$ cat src/rtl/maxpool2x2_stream.sv
// 2x2 stride-2 max-pooling over a row-major activation stream.
// Ports: clk, rst (async low), clear, in_valid/in_data -> out_valid/out_data/out_last, busy.
module maxpool2x2_stream #(
  parameter int IMG_W = 28,
  parameter int IMG_H = 28,
  parameter int DW    = 8
) (
  input  logic          clk,
  input  logic          rst,
  input  logic          clear,
  input  logic          in_valid,
  input  logic [DW-1:0] in_data,
  output logic          out_valid,
  output logic [DW-1:0] out_data,
  output logic          out_last,
  output logic          busy
);

  localparam int CW = $clog2(IMG_W);
  localparam int RW = $clog2(IMG_H);
  localparam int NB = IMG_W / 2;
  localparam int AW = (NB > 1) ? $clog2(NB) : 1;

  logic [CW-1:0] col;
  logic [RW-1:0] row;
  logic [DW-1:0] pair_reg;
  logic [DW-1:0] rowbuf [NB];

  logic [AW-1:0] idx;
  logic [DW-1:0] hmax;
  logic [DW-1:0] rd;
  logic          col_last;
  logic          row_last;

  assign idx      = AW'(col >> 1);
  assign hmax     = (in_data > pair_reg) ? in_data : pair_reg;
  assign rd       = rowbuf[idx];
  assign col_last = (col == CW'(IMG_W - 1));
  assign row_last = (row == RW'(IMG_H - 1));
  assign busy     = (col != '0) || (row != '0);

  always_ff @(posedge clk or negedge rst) begin
    if (!rst) begin
      col       <= '0;
      row       <= '0;
      pair_reg  <= '0;
      out_valid <= 1'b0;
      out_data  <= '0;
      out_last  <= 1'b0;
      for (int i = 0; i < NB; i++) rowbuf[i] <= '0;
    end else begin
      out_valid <= 1'b0;
      out_last  <= 1'b0;
      if (clear) begin
        col      <= '0;
        row      <= '0;
        pair_reg <= '0;
      end else if (in_valid) begin
        if (!col[0]) begin
          pair_reg <= in_data;
        end else if (!row[0]) begin
          // top half of the window: park the pair max
          rowbuf[idx] <= hmax;
        end else begin
          out_data  <= (rd > hmax) ? rd : hmax;
          out_valid <= 1'b1;
          out_last  <= row_last && col_last;
        end
        if (col_last) begin
          col <= '0;
          row <= row_last ? '0 : row + RW'(1);
        end else begin
          col <= col + CW'(1);
        end
      end
    end
  end

endmodule

$ cat config.mk
export PLATFORM = sky130hd
export DESIGN_NAME = maxpool2x2_stream
export DESIGN_NICKNAME = d
export VERILOG_FILES = /design/src/rtl/maxpool2x2_stream.sv
export SDC_FILE = /design/constraint.sdc
export NUM_CORES = 1
export LEC_CHECK = 0
export ABC_AREA = 1
export CORE_ASPECT_RATIO = 1.75
export CORE_MARGIN = 3
export CORE_UTILIZATION = 45
export DETAILED_ROUTE_END_ITERATION = 16
export PLACE_DENSITY = 0.66
export REMOVE_ABC_BUFFERS = 1
export SYNTH_ARGS = -nofsm -noshare
export SYNTH_HDL_FRONTEND = slang
export SYNTH_SLANG_ARGS = --single-unit
export TNS_END_PERCENT = 5
$ cat constraint.sdc
create_clock -name clk -period 7.89 [get_ports clk]
set_input_delay 0.789 -clock clk [delete_from_list [all_inputs] [get_ports clk]]
set_output_delay 0.789 -clock clk [all_outputs]
set_load 0.05 [all_outputs]
After elaboration in Yosys (flattened, before gate mapping) --
Cells that the tools add are included.
Storage, ports and cells: flip-flop bits (word level) 140, input bits 12
Operators by class: $add $sub $neg 2, order comparisons 4, eq/ne operators 3, muxes and demuxes 26, bitwise operators 3, reduce and logical (&&, ||, !) cells 11
Operators by type and width (count):
- $bwmux W112 | 1
- $mux W8 | 8
- $mux W5 | 7
- $bmux W8 S4 | 1
- $demux W8 S4 | 1
- $gt A8 B8 Y1 | 2
- $add A5 B1 Y5 const B | 2
- $eq A5 B5 Y1 const B | 2
- $reduce_bool A5 Y1 | 2
- $mux W1 | 8
- $reduce_and A4 Y1 | 2
- $ge A5 B5 Y1 const B | 1
- $lt A5 B1 Y1 const B | 1
- $not A4 Y5 | 1
- $reduce_and A2 Y1 | 2
- $reduce_bool A2 Y1 | 2
- $logic_and A1 B1 Y1 | 2
- $ne A2 B2 Y1 const B | 1
- $not A1 Y1 | 2
- $logic_or A1 B1 Y1 | 1

Depth between registers and ports, before layout --
depth after elaboration 6, depth in mapped cells 26, depth with buffers taken out 24

Least setup slack after synthesis --
No wires, ideal clock.
path type input port to flip-flop, start in in_data[7], end reg out_data[0], setup time 0.066 ns, arrival time 3.284 ns, required time 7.824 ns, path slack 4.540 ns, stages 19, buffers on the path 2, cell sequence ha_1 -> a21o_1 -> nor2_1 -> nand2_4 -> nand2_4 -> buf_6 -> nand2_1 -> o21ai_2 -> buf_4 -> ha_1 -> nand2_1 -> inv_1 -> nand3_1 -> nor3_1 -> a21oi_1 -> inv_1 -> nand3_1 -> nand2_1 -> nand2_1
Between the ends: longest elaborated chain between the ends 4
RTL lines:
- start, declared | RTL line 12 | input logic [DW-1:0] in_data,
- $gt A8 B8 Y1 | RTL line 36 | assign hmax = (in_data > pair_reg) ? in_data : pair_reg;
- $mux W8 (*) | RTL line 36
- $gt A8 B8 Y1 | RTL line 65 | out_data <= (rd > hmax) ? rd : hmax;
- $mux W8 (*) | RTL line 65
- end signal, assigned | RTL line 65
- end, declared | RTL line 14 | output logic [DW-1:0] out_data,
Mark *: on every way between the ends. The rest lies on a longest branch, timed or not. A chain may end at the register's enable or synchronous reset.

Worst setup path after layout --
start in in_data[7], end reg out_data[7]
Same word-level chain as after synthesis.

==> impl_metrics.csv <==
group,metric,value,unit
run_status,status,"finished, final reports clean",
worst_setup_path,endpoint_kind,"flop",
drt,drt_iter0_markers,405,
clock_network,post_cts_buffers,0,
synth,synth_common_cells,"427 x nand2_1, 140 x dfrtp_1, 58 x o21ai_1, 54 x inv_1, 50 x nor2_1",
hold_path,hold_class,"primary input to asynchronous set/reset pin",
synth,netlist_instances,971,
worst_setup_path,critPathKind,"primary input to flop",
drt,wl,18.96,mm
clock_network,clock-sinks,140,
placed_design,dp_slack,3329,ps
synth,yosys_warnings,0,
floorplanning,dieArea,0.01794,mm^2
timing,post-route-period-util,52.65,%
floorplanning,die_width,102.6,um
global_route,grt-ovfl-total,0,
timing,setup_ws,3736,ps
floorplanning,ioPinCount,23,
power_and_ir_drop,p_per_area,255.0,mW/mm^2
drt,drt_pass1_iterations,5,
synth,synth_area_leaders,"dfrtp_1 48%, nand2_1 22%, o21ai_1 4.0%, ha_1 3.4%, o21ai_0 3.1%",
power_and_ir_drop,design_power_total,2090,uW
timing,clock.fmax,0.2407,GHz
floorplanning,rows,61,
clock_network,clockBufferDepth,2,
power_and_ir_drop,leakage,0.004146,uW
timing,hold_ws,388.5,ps
clock_network,numCtsBuffers,17,
synth,yosysUniqueCellTypes,35,
global_route,antenna_found_initial,0,
clock_network,cts_htree_levels,4,
timing,worst_pin_slew,1012,ps
drt,routed-via-count,6228,
timing,slew_headroom,32.46,%
timing,fin_crit,4154,ps
floorplanning,core,0.01595,mm^2
timing,setup-tns-final,0,ps
synth,synth_most_common_cell,"nand2_1",
synth,synth_top_cell_area_share,47.72,%
timing,hold_viol_final,0,
global_route,grt_usage,22.69,%
placed_design,dp_hpwl,12.74,mm
worst_setup_path,crit_path_max_fanout,22,
timing,drv_slew,0,
synth,synth-main-ff-cell,"dfrtp_1",
global_route,grt_pass1_vias,6170,
timing,rsz0062_at_grt,"false",
synth,async_reset_ff_share,100.0,%
clock_network,cts_root_buf,"clkbuf_16",
global_route,grt_max_degree,79,
cells_and_area,fin_nets,1003,
synth,synth_edf_count,0,
drt,drc,0,
drt,final_antenna_net_count,0,
cells_and_area,drive_above_1_share,7.622,%
clock_network,cts_tree,"built",
synth,yosysTopAreaCell,"dfrtp_1",
timing,finalSetupViolations,0,
cells_and_area,antenna_cells,0,
cells_and_area,area_growth,11.64,%
worst_setup_path,cp.required,8250,ps
placed_design,gp_congestion,0.8845,
flow_run,drv_cap,0,
floorplanning,initial_core_util,46.02,%
timing,fin_skew,7.933,ps
global_route,grt_pass1_wl,31.46,mm
placed_design,portBuffers,22,
worst_setup_path,worstSetupStartpointType,"primary input",
synth,yosysSeqAreaShare,47.72,%
synth,synth_area_per_cell,7.560,um^2
synth,yosys_register_bits,140,
worst_setup_path,cp_data_arrival_time,4510,ps
power_and_ir_drop,vdd.ir_drop.worst,0.1606,mV
clock_network,clk_latency,420,ps
clock_network,cts_hold_buf,0,
synth,syn-cell-area,0.007341,mm^2
clock_network,cts.repair.resized,0,
drt,routedWlPerCell,16.16,um
cells_and_area,largest_reg_flops,112,
cells_and_area,fin_util,51.38,%
drt,viasPerCell,5.309,
floorplanning,die_y,175.0,um
clock_network,clk_pin_slew,60,ps
## layout by cell type (no fill, tap or decap), drive strengths merged, types with 2 or more instances in the layout
cell type,n
o21ai,111
clkinv,4
inv,69
clkdlybuf4s50,21
a21o,2
bufinv,4
nor3,9
buf,4
nand3,40
nand2,432
clkinvlp,2
clkbuf,19
dfrtp,140
ha,20
nand4,2
a21oi,23
a31oi,14
nor2,59
o22ai,3
## stage by stage
stage | instance area (um^2) | cells
finish | 8195 | 1173
CTS | 8195 | 1173
global route | 8195 | 1173
detailed placement | 7564 | 1141
global placement | 7564 | 1141
floorplan | 7082 | 927
## per-layer routing
metal | wire, um | vias up | GRT usage [%]
li1 | - | 3086 | -
met1 | 7523 | 2967 | 26.42
met2 | 10260 | 139 | 40.51
met3 | 621 | 36 | 4.275
met4 | 553 | 0 | 8.155
met5 | 0 | - | 0
## path summary, 6_finish.rpt
path                             start           to  slack (ps)  cells past startpoint
setup reg to reg           pair_reg[7]  out_data[7]        4230                     18
setup / recovery            in_data[7]  out_data[7]        3740                     18
max in group asynchronous          rst   rowbuf[72]        6180                      2
hold / removal                     rst   rowbuf[28]         390                      1
min in group clk           out_data[7]  out_data[7]         480                      2
hold reg to reg            out_data[7]  out_data[7]         480                      2
## kinds of logic after synthesis
family / Yosys count / share of synthesized area [%]
adder cells (fa/ha/maj): 20 / 3.409
AND/OR/NAND/NOR: 545 / 30.48
AO/OA/AOI/OAI: 156 / 11.49
flip-flops: 140 / 47.72
buffers and inverters: 110 / 6.903
## area by class of cell
| type | instances | area [um^2] |
|---|---|---|
| timing repair buffer | 25 | 244.0 |
| fill | 1505 | 7756 |
| tap | 189 | 236.5 |
| clock inverter | 13 | 188.9 |
| clock buffer | 19 | 442.9 |
| sequential | 140 | 3505 |
| multi-input combinational | 721 | 3331 |
| inverter | 66 | 247.7 |
## power by group
| part | switching, uW | total, uW | internal (uW) |
|---|---|---|---|
| sequential | 28.7 | 796 | 767 |
| combinational | 304 | 430 | 126 |
| clock | 323 | 864 | 540 |
## worst max-delay path, cell delays in order
cell	delay, ps
clkdlybuf4s50_1	510
ha_1	350
nand2_1	100
nor2_4	150
nand2_1	100
nand2_4	120
nand2_4	170
o21ai_2	610
ha_1	380
nand2_1	80
inv_1	50
nand3_1	60
nor3_1	40
a21oi_1	450
inv_1	290
nand3_1	140
nand2_1	60
nand2_1	60
(Power assumes the default switching activity.)
